**src/rtl/btn_pkg.sv**
```systemverilog
// Shared types and constants for the push-button colour-index front end.
// FSM state encoding, counter widths and default parameter values.
package btn_pkg;

    localparam int COUNT_W        = 3;
    localparam int MS_CNT_W       = 8;
    localparam int DEF_LOCKOUT_MS = 200;
    localparam int DEF_NUM_STATES = 6;

    typedef enum logic [1:0] {
        IDLE         = 2'd0,
        LOCKOUT      = 2'd1,
        WAIT_RELEASE = 2'd2
    } btn_state_e;

    // Modulo-n increment; n is at most 8 so the index never exceeds COUNT_W bits.
    function automatic logic [COUNT_W-1:0] next_index(input logic [COUNT_W-1:0] cur,
                                                       input int unsigned        n);
        logic [COUNT_W-1:0] nxt;
        nxt = (32'(cur) == n - 1) ? '0 : cur + 1'b1;
        return nxt;
    endfunction

endpackage

```
**src/rtl/btn_cycle_counter_if.sv**
```systemverilog
// Button-to-pixel-stage bundle: raw button in, colour index, press strobe and busy out.
// master drives the button; slave is the counter that answers with the index.
interface btn_cycle_counter_if;
    import btn_pkg::*;

    logic               button;
    logic [COUNT_W-1:0] count;
    logic               press;
    logic               busy;

    modport master (output button, input count, input press, input busy);
    modport slave  (input button, output count, output press, output busy);

endinterface

```
**src/rtl/ms_tick_gen.sv**
```systemverilog
// Millisecond prescaler: one-cycle tick every DIV enabled cycles, sync clear wins over enable.
// Tick is combinational from the count, so it lines up with the last cycle of each period.
module ms_tick_gen #(
    parameter int DIV = 100_000
) (
    input  logic clk,
    input  logic rst_n,
    input  logic clr,
    input  logic en,
    output logic tick
);

    localparam int PW = (DIV > 1) ? $clog2(DIV) : 1;

    logic [PW-1:0] presc;

    assign tick = en && !clr && (presc == PW'(DIV - 1));

    always_ff @(posedge clk or negedge rst_n) begin
        if (!rst_n) begin
            presc <= '0;
        end else if (clr) begin
            presc <= '0;
        end else if (en) begin
            presc <= tick ? '0 : presc + 1'b1;
        end
    end

endmodule

```
**src/rtl/btn_cycle_counter.sv**
```systemverilog
// Debounced button: 2-flop sync, fixed ms lockout, modulo-NUM_STATES index bumped once per press.
// BTN_AUTO_REPEAT_EN: a held button re-triggers once per lockout period instead of parking.
module btn_cycle_counter
    import btn_pkg::*;
#(
    parameter int CLK_HZ     = 100_000_000,
    parameter int LOCKOUT_MS = DEF_LOCKOUT_MS,
    parameter int NUM_STATES = DEF_NUM_STATES
) (
    input  logic               CLK,
    input  logic               RSTn,
    btn_cycle_counter_if.slave bus
);

    localparam int TICK_DIV = CLK_HZ / 1000;

    localparam logic [1:0] S_IDLE    = 2'(IDLE);
    localparam logic [1:0] S_LOCKOUT = 2'(LOCKOUT);
    localparam logic [1:0] S_WAIT    = 2'(WAIT_RELEASE);

    if ((CLK_HZ < 1000) || ((CLK_HZ % 1000) != 0)) begin : g_bad_clk_hz
        $error("CLK_HZ must be a positive multiple of 1000");
    end
    if ((LOCKOUT_MS < 1) || (LOCKOUT_MS > 255)) begin : g_bad_lockout
        $error("LOCKOUT_MS must be within 1..255");
    end
    if ((NUM_STATES < 2) || (NUM_STATES > 8)) begin : g_bad_states
        $error("NUM_STATES must be within 2..8");
    end

    logic                sync_0;
    logic                btn_s;
    logic [1:0]          state;
    logic [COUNT_W-1:0]  count_q;
    logic                press_q;
    logic [MS_CNT_W-1:0] ms_cnt;
    logic                ms_clr;
    logic                ms_en;
    logic                ms_tick;
    logic                lockout_done;

    assign ms_clr       = (state == S_IDLE) && btn_s;
    assign ms_en        = (state == S_LOCKOUT);
    assign lockout_done = ms_tick && (ms_cnt == MS_CNT_W'(LOCKOUT_MS - 1));

    ms_tick_gen #(
        .DIV (TICK_DIV)
    ) u_ms_tick_gen (
        .clk   (CLK),
        .rst_n (RSTn),
        .clr   (ms_clr),
        .en    (ms_en),
        .tick  (ms_tick)
    );

    always_ff @(posedge CLK or negedge RSTn) begin
        if (!RSTn) begin
            sync_0  <= 1'b0;
            btn_s   <= 1'b0;
            state   <= S_IDLE;
            count_q <= '0;
            press_q <= 1'b0;
            ms_cnt  <= '0;
        end else begin
            sync_0  <= bus.button;
            btn_s   <= sync_0;
            press_q <= 1'b0;

            case (state)
                S_IDLE: begin
                    if (btn_s) begin
                        count_q <= next_index(count_q, NUM_STATES);
                        press_q <= 1'b1;
                        ms_cnt  <= '0;
                        state   <= S_LOCKOUT;
                    end
                end

                S_LOCKOUT: begin
                    if (ms_tick) begin
                        ms_cnt <= ms_cnt + 1'b1;
                    end
                    if (lockout_done) begin
`ifdef BTN_AUTO_REPEAT_EN
                        // Repeat goes back through IDLE, which re-accepts a held button next cycle.
                        state <= S_IDLE;
`else
                        state <= btn_s ? S_WAIT : S_IDLE;
`endif
                    end
                end

                S_WAIT: begin
                    if (!btn_s) begin
                        state <= S_IDLE;
                    end
                end

                default: begin
                    state <= S_IDLE;
                end
            endcase
        end
    end

    assign bus.count = count_q;
    assign bus.press = press_q;
    assign bus.busy  = (state != S_IDLE);

endmodule

```
**src/flat_wrapper.sv**
```systemverilog
// flat-port wrapper written by rule: the top's interface ports become plain ports
module btn_cycle_counter_flat import btn_pkg::*;
#(
    parameter int CLK_HZ     = 100_000_000,
    parameter int LOCKOUT_MS = DEF_LOCKOUT_MS,
    parameter int NUM_STATES = DEF_NUM_STATES
)
  (CLK, RSTn, bus_button, bus_count, bus_press, bus_busy);
  btn_cycle_counter_if bus_i ();
  input  logic CLK;
  input  logic RSTn;
  input wire logic [$bits(bus_i.button)-1:0] bus_button;
  output wire logic [$bits(bus_i.count)-1:0] bus_count;
  output wire logic [$bits(bus_i.press)-1:0] bus_press;
  output wire logic [$bits(bus_i.busy)-1:0] bus_busy;
  assign bus_i.button = bus_button;
  assign bus_count = bus_i.count;
  assign bus_press = bus_i.press;
  assign bus_busy = bus_i.busy;
  btn_cycle_counter #(.CLK_HZ(CLK_HZ), .LOCKOUT_MS(LOCKOUT_MS), .NUM_STATES(NUM_STATES)) u_core (.CLK(CLK), .RSTn(RSTn), .bus(bus_i));
endmodule
```
**config.mk**
```make
export PLATFORM = sky130hd
export DESIGN_NAME = btn_cycle_counter_flat
export DESIGN_NICKNAME = d
export VERILOG_FILES = /design/src/rtl/btn_pkg.sv /design/src/rtl/btn_cycle_counter_if.sv /design/src/rtl/ms_tick_gen.sv /design/src/rtl/btn_cycle_counter.sv /design/src/flat_wrapper.sv
export SDC_FILE = /design/constraint.sdc
export NUM_CORES = 1
export LEC_CHECK = 0
export ABC_AREA = 1
export BUFFER_PORTS_ARGS = -buffer_cell sky130_fd_sc_hd__buf_4
export CELL_PAD_IN_SITES_DETAIL_PLACEMENT = 0
export CELL_PAD_IN_SITES_GLOBAL_PLACEMENT = 1
export CORE_ASPECT_RATIO = 1.25
export CORE_MARGIN = 2
export CORE_UTILIZATION = 25
export DETAILED_ROUTE_END_ITERATION = 12
export PLACE_DENSITY = 0.49
export SYNTH_ARGS = -nofsm -noshare
export SYNTH_HDL_FRONTEND = slang
export SYNTH_HIERARCHICAL = 1
export SYNTH_SLANG_ARGS = --single-unit
```
**constraint.sdc**
```tcl
create_clock -name CLK -period 1.9 [get_ports CLK]
set_input_delay 0.285 -clock CLK [delete_from_list [all_inputs] [get_ports CLK]]
set_output_delay 0.285 -clock CLK [all_outputs]
set_load 0.02 [all_outputs]
```
==> results of run 1 <==
==> area by class of cell <==
class	count	area, µm²	share of cell area
inverter	30	113	0.0491
clock buffer	7	86.3	0.0376
clock inverter	1	30.0	0.0131
sequential	33	826	0.360
multi-input combinational	203	1010	0.440
timing repair buffer	15	115	0.0502
tap	92	115	0.0502
==> cells by family (layout without fill, tap and decap cells) <==
kind of cell             after synthesis  in the layout
AO/OA/AOI/OAI                         20             20
XOR/XNOR                               8              8
AND/OR/NAND/NOR                      173            173
buffers and inverters                 31             53
adder cells (fa/ha/maj)                2              2
flip-flops                            33             33
==> metrics by stage <==
step | setup slack (ns) | hold WS (ns)
CTS | 0.0735 | 0.0910
finish | 0.240 | 0.102
detailed placement | 0.0927 | 0.279
floorplan | 0.177 | -0.0106
global placement | 0.148 | 0.285
global route | 0.0205 | 0.0860
==> cell usage in the layout, fill, tap and decap left out, drive strengths merged <==
cell,synthesis,routed
dfrtp,33,33
dlygate4sd3,0,1
xor2,6,6
nand4,8,8
inv,30,30
buf,0,14
a21oi,6,6
clkbuf,1,7
bufinv,0,1
nor2,41,41
nand2,102,102
o21ai,14,14
nor3,2,2
nand3b,2,2
ha,2,2
xnor2,2,2
nand3,18,18
==> state kept, by name, indices dropped and copies added, names as in the netlist <==
register,count
u_core/state,2
u_core/bus.count,3
u_core/btn_s,1
u_core/ms_cnt,8
u_core/sync_0,1
u_core/bus.press,1
u_core/u_ms_tick_gen/presc,17
==> what timing repair did <==
item                                   4_1_cts  5_1_grt
resized for setup                            0        6
buffers inserted                             0        1
setup endpoints to repair                    0       10
endpoints found under the hold margin       33        0
hold buffers                                 1        0
==> power by group through the flow <==
stage	registers [mW]	clock network, mW	logic [mW]
floorplan	0.943	0	0.437
global placement	0.909	0	0.776
detailed placement	0.911	0	0.770
CTS	0.897	0.732	0.776
global route	0.923	0.761	0.891
finish	0.903	0.700	0.784
==> layer usage <==
| metal | wire length (µm) | global-route usage | up-vias |
|---|---|---|---|
| met1 | 2110 | 0.150 | 746 |
| met2 | 2690 | 0.248 | 9 |
| met4 | 68 | 0.0423 | 0 |
| li1 | - | - | 879 |
| met5 | 0 | 0 | - |
| met3 | 75 | 0.0265 | 5 |
==> worst max-delay path: cells and delay by family, from the launching register on <==
family,cells,cell delay [ns]
and+or+nand+nor,11,1.02
buffers and inverters,1,0.13
DFF,1,0.43
==> worst paths after layout <==
| kind | endpoint | startpoint | slack (ns) | cells after the start |
|---|---|---|---|---|
| min reg2reg | u_core/btn_s$_DFF_PN0_ | u_core/sync_0$_DFF_PN0_ | 0.36 | 0 |
| min in group asynchronous | u_core/u_ms_tick_gen/presc[12]$_DFFE_PN0P_ | RSTn | 0.50 | 2 |
| max reg2reg | u_core/ms_cnt[4]$_DFFE_PN0P_ | u_core/u_ms_tick_gen/presc[8]$_DFFE_PN0P_ | 0.24 | 12 |
| max in group asynchronous | u_core/u_ms_tick_gen/presc[14]$_DFFE_PN0P_ | RSTn | 1.09 | 2 |
| min | u_core/sync_0$_DFF_PN0_ | bus_button | 0.10 | 1 |
| max | u_core/ms_cnt[4]$_DFFE_PN0P_ | u_core/u_ms_tick_gen/presc[8]$_DFFE_PN0P_ | 0.24 | 12 |
==> run summary, run 1 <==
For the mapped cell area, the log shows 1920 µm². The routed design has 4950 µm of wire. The data arrival time of the critical path was 1.88 ns. In this run the horizontal extent of the chip is 82.5 µm. Proportion of register bits with asynchronous set or reset after synthesis: 1.00.

The clock transition at the register clock pins on the worst setup and hold paths after CTS is 0.07 ns. After detailed routing, the average wire length per cell comes to 13.0 µm. Post-synthesis area per instance: 7.21 µm². The switching share of power was 0.376; the cell count after synthesis was 267. The biggest cell delay along the critical path works out to 0.43 ns.

Buffers inserted during clock tree synthesis total 5. The commonest cells after synthesis are sky130_fd_sc_hd__nand2_1, sky130_fd_sc_hd__dfrtp_1, sky130_fd_sc_hd__nor2_1. The core region is 7400 µm². For the pin count of the biggest net entering global routing, the log shows 34.

The share of synthesized cell area in full adder, half adder and majority cells works out to 0.0130. The final layout contains 293 nets. The share of the cycle needed by the critical path after routing is 0.874, and the routed via count is 1639. The largest individual stage delay along the critical path comes from the cell sky130_fd_sc_hd__dfrtp_1. The overall routing resource usage was 0.134; the net switching power figure was 0.898 mW. Across the VDD grid, the largest voltage drop is 0.348 mV. The root buffer cell chosen for the clock tree is sky130_fd_sc_hd__clkbuf_8. Wire length of the first global-routing pass: 8310 µm.

The initial core utilization is 0.260, and the power after layout is 2.39 mW. The share of power burned in the clock network came out at 0.293. The combinational group share of total power was 0.328. Final hold violation count: 0.

The run gives 0 as the final setup violation count. The transition time at the pin with the least slew margin is 0.820 ns, and the number of synthesized flops with an enable pin is 0. Setup repair after global routing left no endpoint under its margin. Once placement completed, the tool counted placed cells totaling 371.

The run finished with clean final reports. After detailed routing, the number of remaining DRC violations is 0. The tools report the proportion of synthesized chip area in sequential cells as 0.429.

The min-delay analysis places its worst path in the category input port to register. Mux cell area share after synthesis: 0. Of all nets on the critical path, the largest fanout is 6. The run gives 6 as the number of warnings issued by yosys. Based on the critical path, the design can be clocked at up to 0.602 GHz.

The synthesized-area fraction occupied by xor and xnor cells works out to 0.0364. The initial antenna violation count was 0. The synthesized netlist contains 21 unique library cells. At the later pin of the worst-skew pair, clock insertion delay measures 0.28 ns.

The iteration-0 DRC count of the detailed router came out at 38. Traced cell by cell, the critical path runs through nor2_1 -> nand2_1 -> nor2_1 -> nand3_2 -> nor2_2 -> buf_4 -> nand2_4 -> nand2_4 -> nand2_2 -> nand2_1 -> nand2_1 -> nor2_1. The clock passes through at most 2 buffers.

The worst slew margin relative to its limit was 0.453. The H-tree generated during clock tree synthesis spans 2 levels. Accumulated negative setup slack: 0 ns. During placement, the flow inserted port buffers numbering 7. The repair_antennas step left the layout with diodes totalling 0.

TritonCTS built the clock tree. The number of search-and-repair iterations in the first detailed-routing pass is 4. The share of Yosys cell area claimed by the top area cell type came out at 0.429.

Height of the die: 102 µm. In this run the core area contains 35 standard-cell rows. The layout overhead on the synthesized area works out to 19.2%.

The fraction of layout instances using a drive strength above 1 is 0.173. The end-of-flow core utilization came out at 0.310. The synthesized-area fraction occupied by and/or/nand/nor cells came out at 0.409. The logs give 0 for the total count of max-transition violations in the final report and 0.00632 ns for the clock skew.

The via count normalized by instance count was 4.30. After filler insertion, the fill cell instance count of the layout stands at 818. The minimum clock period was 1.66 ns; the register share of total power was 0.378. The most used flip-flop cell after synthesis is sky130_fd_sc_hd__dfrtp_1. Internal power comes to 1.49 mW. For this design the top-level I/O count stands at 8. For this design the ratio of total power to cell area is 1040 nW/µm².

Counting every sink on the clock net gives 33. The biggest area contributor in the post-synthesis netlist is sky130_fd_sc_hd__dfrtp_1. The number of synthesized register bits works out to 33.

Summing all non-filler instances in the final layout gives an area of 2290 µm². For this run the aggregate overflow at the end of global routing stands at 0. The area of the die is 8420 µm². In this run the cell area measured after placement is 2130 µm².

The start-to-end type of the worst setup path was register to register. The worst setup path is launched from a register. The via count of the first global-routing pass was 1688; the routability congestion estimate from global placement was 0.778.

Sorting the synthesized cells by area gives the leading types as sky130_fd_sc_hd__dfrtp_1, sky130_fd_sc_hd__nand2_1, sky130_fd_sc_hd__nor2_1. Combinational family with the most area after synthesis: simple AND/OR/NAND/NOR gates. The wire-length estimate of the detail-placed layout is 3630 µm. The final cell count without fillers is 381, and the post-synthesis compound-gate area fraction is 0.0520. For the worst setup path, the data required time is 2.12 ns. For this design the static power due to leakage is 1.03 nW. sky130_fd_sc_hd__nand2_1 is the most common cell in the netlist. The run gives 0 as the max-cap violation count. The endpoint kind of the worst setup timing path was a register.

The number of nets handed over by synthesis was 272. For the number of nets with antenna violations after routing, the log shows 0.
Note: power is estimated with default switching activity, not from simulation.
==> inputs of run 2 (changes only) <==
--- a/config.mk
+++ b/config.mk
@@ -11,9 +11,10 @@
 export CELL_PAD_IN_SITES_GLOBAL_PLACEMENT = 1
 export CORE_ASPECT_RATIO = 1.25
 export CORE_MARGIN = 2
-export CORE_UTILIZATION = 25
+export CORE_UTILIZATION = 45
+export CTS_BUF_LIST = sky130_fd_sc_hd__clkbuf_8
 export DETAILED_ROUTE_END_ITERATION = 12
-export PLACE_DENSITY = 0.49
+export PLACE_DENSITY = 0.79
 export SYNTH_ARGS = -nofsm -noshare
 export SYNTH_HDL_FRONTEND = slang
 export SYNTH_HIERARCHICAL = 1
==> run summary, run 2 (same netlist as run 1, synthesis figures left out) <==
In this design, the critical path's most frequently occurring cell is sky130_fd_sc_hd__nand3_1. The tools report the I/O pin count as 8 (unchanged). The upper clock frequency limit is 0.615 GHz (+2.0%).

The run gives 0 (unchanged) as the total count of max-transition violations in the final report. The required time reported for the critical path endpoint came out at 2.11 ns (about the same). The run gives 0 ns (unchanged) as the accumulated negative setup slack. The pin count of the biggest net entering global routing is 34 (unchanged).

The overall routing resource usage is 0.195 (+0.0618), and the net count reported at finish is 300 (+2.4%). The total detailed-routing wirelength is 4180 µm (-15%). The transition time at the pin with the least slew margin came out at 0.431 ns (-0.389 ns). Height of the die: 77.1 µm (-24%). The initial core utilization is 0.469 (+0.209).

The wire length of the first global-routing pass is 7430 µm (-11%), and the total number of placement rows is 26 (-26%). The average wire length per cell after detail routing works out to 11.9 µm (-8.5%). The TritonCTS sink count was 33 (unchanged). The leakage power was 1.06 nW (+3.1%); the via count normalized by instance count was 4.87 (+13%). The worst setup path is launched from a register.

Leaving out fill and tap cells, the most frequent cells in the layout are sky130_fd_sc_hd__nand2_1, sky130_fd_sc_hd__dfrtp_1, sky130_fd_sc_hd__nor2_1. The share of the cycle needed by the critical path after routing is 0.856 (-0.0173), and the worst-path maximum fanout is 5 (-1). Signal routing reaches up to met4. On the critical path, the stage with the largest delay is an instance of sky130_fd_sc_hd__dfrtp_1. The chip width was 62.5 µm (-24%); the number of search-and-repair iterations in the first detailed-routing pass was 4 (unchanged).

Beginning of the worst register-to-register path: u_core/u_ms_tick_gen/presc[0]$_DFFE_PN0P_. For the diode insertion count for antenna repair, the log shows 0 (unchanged). The cell family contributing the most delay on the critical path is simple AND/OR/NAND/NOR gates.

The max-cap violation count was 0 (unchanged). Traced cell by cell, the critical path runs through ha_4 -> nand2_2 -> nor2_4 -> nand3_1 -> nor2_2 -> nand2_1 -> nor3_2 -> nand3_1 -> a21oi_1. TritonCTS built the clock tree. The area of the core region is 4100 µm² (-45%), and the iteration-0 DRC count of the detailed router is 49 (+29%). The clock latency on the worst-skew pair is 0.28 ns (about the same). Start-to-end type of the worst setup path: register to register. The biggest cell delay along the critical path was 0.44 ns (about the same). The maximum ir drop on the vdd rail is 0.322 mV (-7.5%), and the final routed DRC violation total is 0 (unchanged).

The library cell used most frequently in the layout, excluding fill and tap cells, is sky130_fd_sc_hd__nand2_1. The startpoint identified for the worst hold timing path is bus_button. The cell total after placement was 340 (-8.4%).

The layout overhead on the synthesized area was 18.5%. The endpoint kind of the worst setup timing path is a register. For the clock skew, the log shows 0.00302 ns (-0.00330 ns).

Total met3 wirelength after detailed routing: 88 µm (+17%). Flip-flop count of the largest register after layout: 17 (unchanged). The count of cells along the worst register-to-register path works out to 9 (-3). The instance count along the most critical hold path was 1 (unchanged). Top register by number of flip-flops: u_core/u_ms_tick_gen/presc.

Placed wire-length estimate: 3070 µm (-15%). The final setup violation count is 0 (unchanged). The run finished with clean final reports. The minimum clock period came out at 1.63 ns (-0.0328 ns). The tools report the worst setup slack for register-to-register paths as 0.27 ns (+0.03 ns). The destination of the worst hold path is u_core/sync_0$_DFF_PN0_. The areal power density over the cells was 1000 nW/µm² (-3.4%).

The logic depth of the worst path, buffers included is 9 (-3), and the number of nets with antenna violations after routing is 0 (unchanged). The final hold violation count was 0 (unchanged); the data arrival time of the critical path was 1.83 ns (-0.05 ns). The logs give 5 (unchanged) for the number of clock buffers inserted by TritonCTS and 1810 µm (-14%) for the wire length on met1. The run gives 0.713 (+0.260) as the worst slew margin relative to its limit. The combined buffer and inverter count along the critical path came out at 0 (-1). The routed via count is 1715 (+4.6%). Clock tree synthesis selected as its root buffer the cell sky130_fd_sc_hd__clkbuf_8. The routability congestion estimate from global placement was 0.801 (+3.0%). The buffer depth of the longest clock path was 2 (unchanged). The clock transition at the register clock pins on the worst setup and hold paths after CTS works out to 0.07 ns (about the same). The worst register-to-register path ends at u_core/state[1]$_DFFE_PN0P_.

The final cell count without fillers was 352 (-7.6%); the via count of the first global-routing pass was 1715 (+1.6%). The logs give 0 (unchanged) for the initial antenna violation count and 4820 µm² (-43%) for the area of the die. The deepest level of the CTS H-tree came out at 2 (unchanged). The fraction of layout instances using a drive strength above 1 came out at 0.189 (+0.0162).

Setup repair after global routing left no endpoint under its margin. The total length of routed met2 wires was 2210 µm (-18%). The overflow left after global routing was 0 (unchanged). The number of buffer cells added on primary ports came out at 7 (unchanged). The path class of the tightest hold or removal check is input port to register.
[run 2: worst register-to-register path, stage by stage, from the launching register on]
cell and delay [ns]:
sky130_fd_sc_hd__dfrtp_1 0.44, sky130_fd_sc_hd__ha_4 0.18, sky130_fd_sc_hd__nand2_2 0.07, sky130_fd_sc_hd__nor2_4 0.10, sky130_fd_sc_hd__nand3_1 0.12, sky130_fd_sc_hd__nor2_2 0.19
sky130_fd_sc_hd__nand2_1 0.09, sky130_fd_sc_hd__nor3_2 0.14, sky130_fd_sc_hd__nand3_1 0.10, sky130_fd_sc_hd__a21oi_1 0.13
[run 2: area by class of cell]
cell class | instances | area [µm²]
timing repair buffer | 22 | 168
fill | 432 | 1820
clock buffer | 7 | 96.3
inverter | 30 | 113
clock inverter | 1 | 5.00
multi-input combinational | 203 | 1000
sequential | 33 | 826
tap | 56 | 70.1
[run 2: where the power goes]
group	switching [mW]	internal, mW	total (mW)
clock	0.254	0.327	0.581
combinational	0.510	0.297	0.807
sequential	0.103	0.799	0.902
total	0.866	1.42	2.29
[run 2: what timing repair did]
item                       CTS  global route
setup endpoints to repair    0             3
hold endpoints to repair    33             0
hold buffers                 1             0
buffers inserted             0             3
gates resized for setup      0             4
[run 2: per-layer routing]
| metal | vias up | GRT usage |
|---|---|---|
| met5 | - | 0 |
| met1 | 800 | 0.214 |
| met3 | 6 | 0.0411 |
| met4 | 0 | 0.0756 |
| met2 | 18 | 0.363 |
| li1 | 891 | - |
[run 2: stage by stage]
step	cell area, µm²	power [mW]	utilization	hold slack [ns]	worst slack (ns)
floorplan	1920	1.38	-	-0.0106	0.177
global placement	2130	1.66	0.519	0.262	0.196
detailed placement	2130	1.67	0.519	0.262	0.155
CTS	2240	2.26	0.546	0.106	0.133
global route	2280	2.45	0.556	0.0993	0.0228
finish	2280	2.29	0.556	0.117	0.273
[run 2: worst max-delay path by stage]
stage	start	endpoint
after floorplan	u_core/state[1]$_DFFE_PN0P_	u_core/state[1]$_DFFE_PN0P_
after global placement	u_core/u_ms_tick_gen/presc[0]$_DFFE_PN0P_	u_core/state[0]$_DFFE_PN0P_
after detailed placement	u_core/u_ms_tick_gen/presc[0]$_DFFE_PN0P_	u_core/state[1]$_DFFE_PN0P_
after CTS	u_core/u_ms_tick_gen/presc[0]$_DFFE_PN0P_	u_core/state[1]$_DFFE_PN0P_
after global routing	u_core/u_ms_tick_gen/presc[15]$_DFFE_PN0P_	u_core/state[1]$_DFFE_PN0P_
final	u_core/u_ms_tick_gen/presc[0]$_DFFE_PN0P_	u_core/state[1]$_DFFE_PN0P_
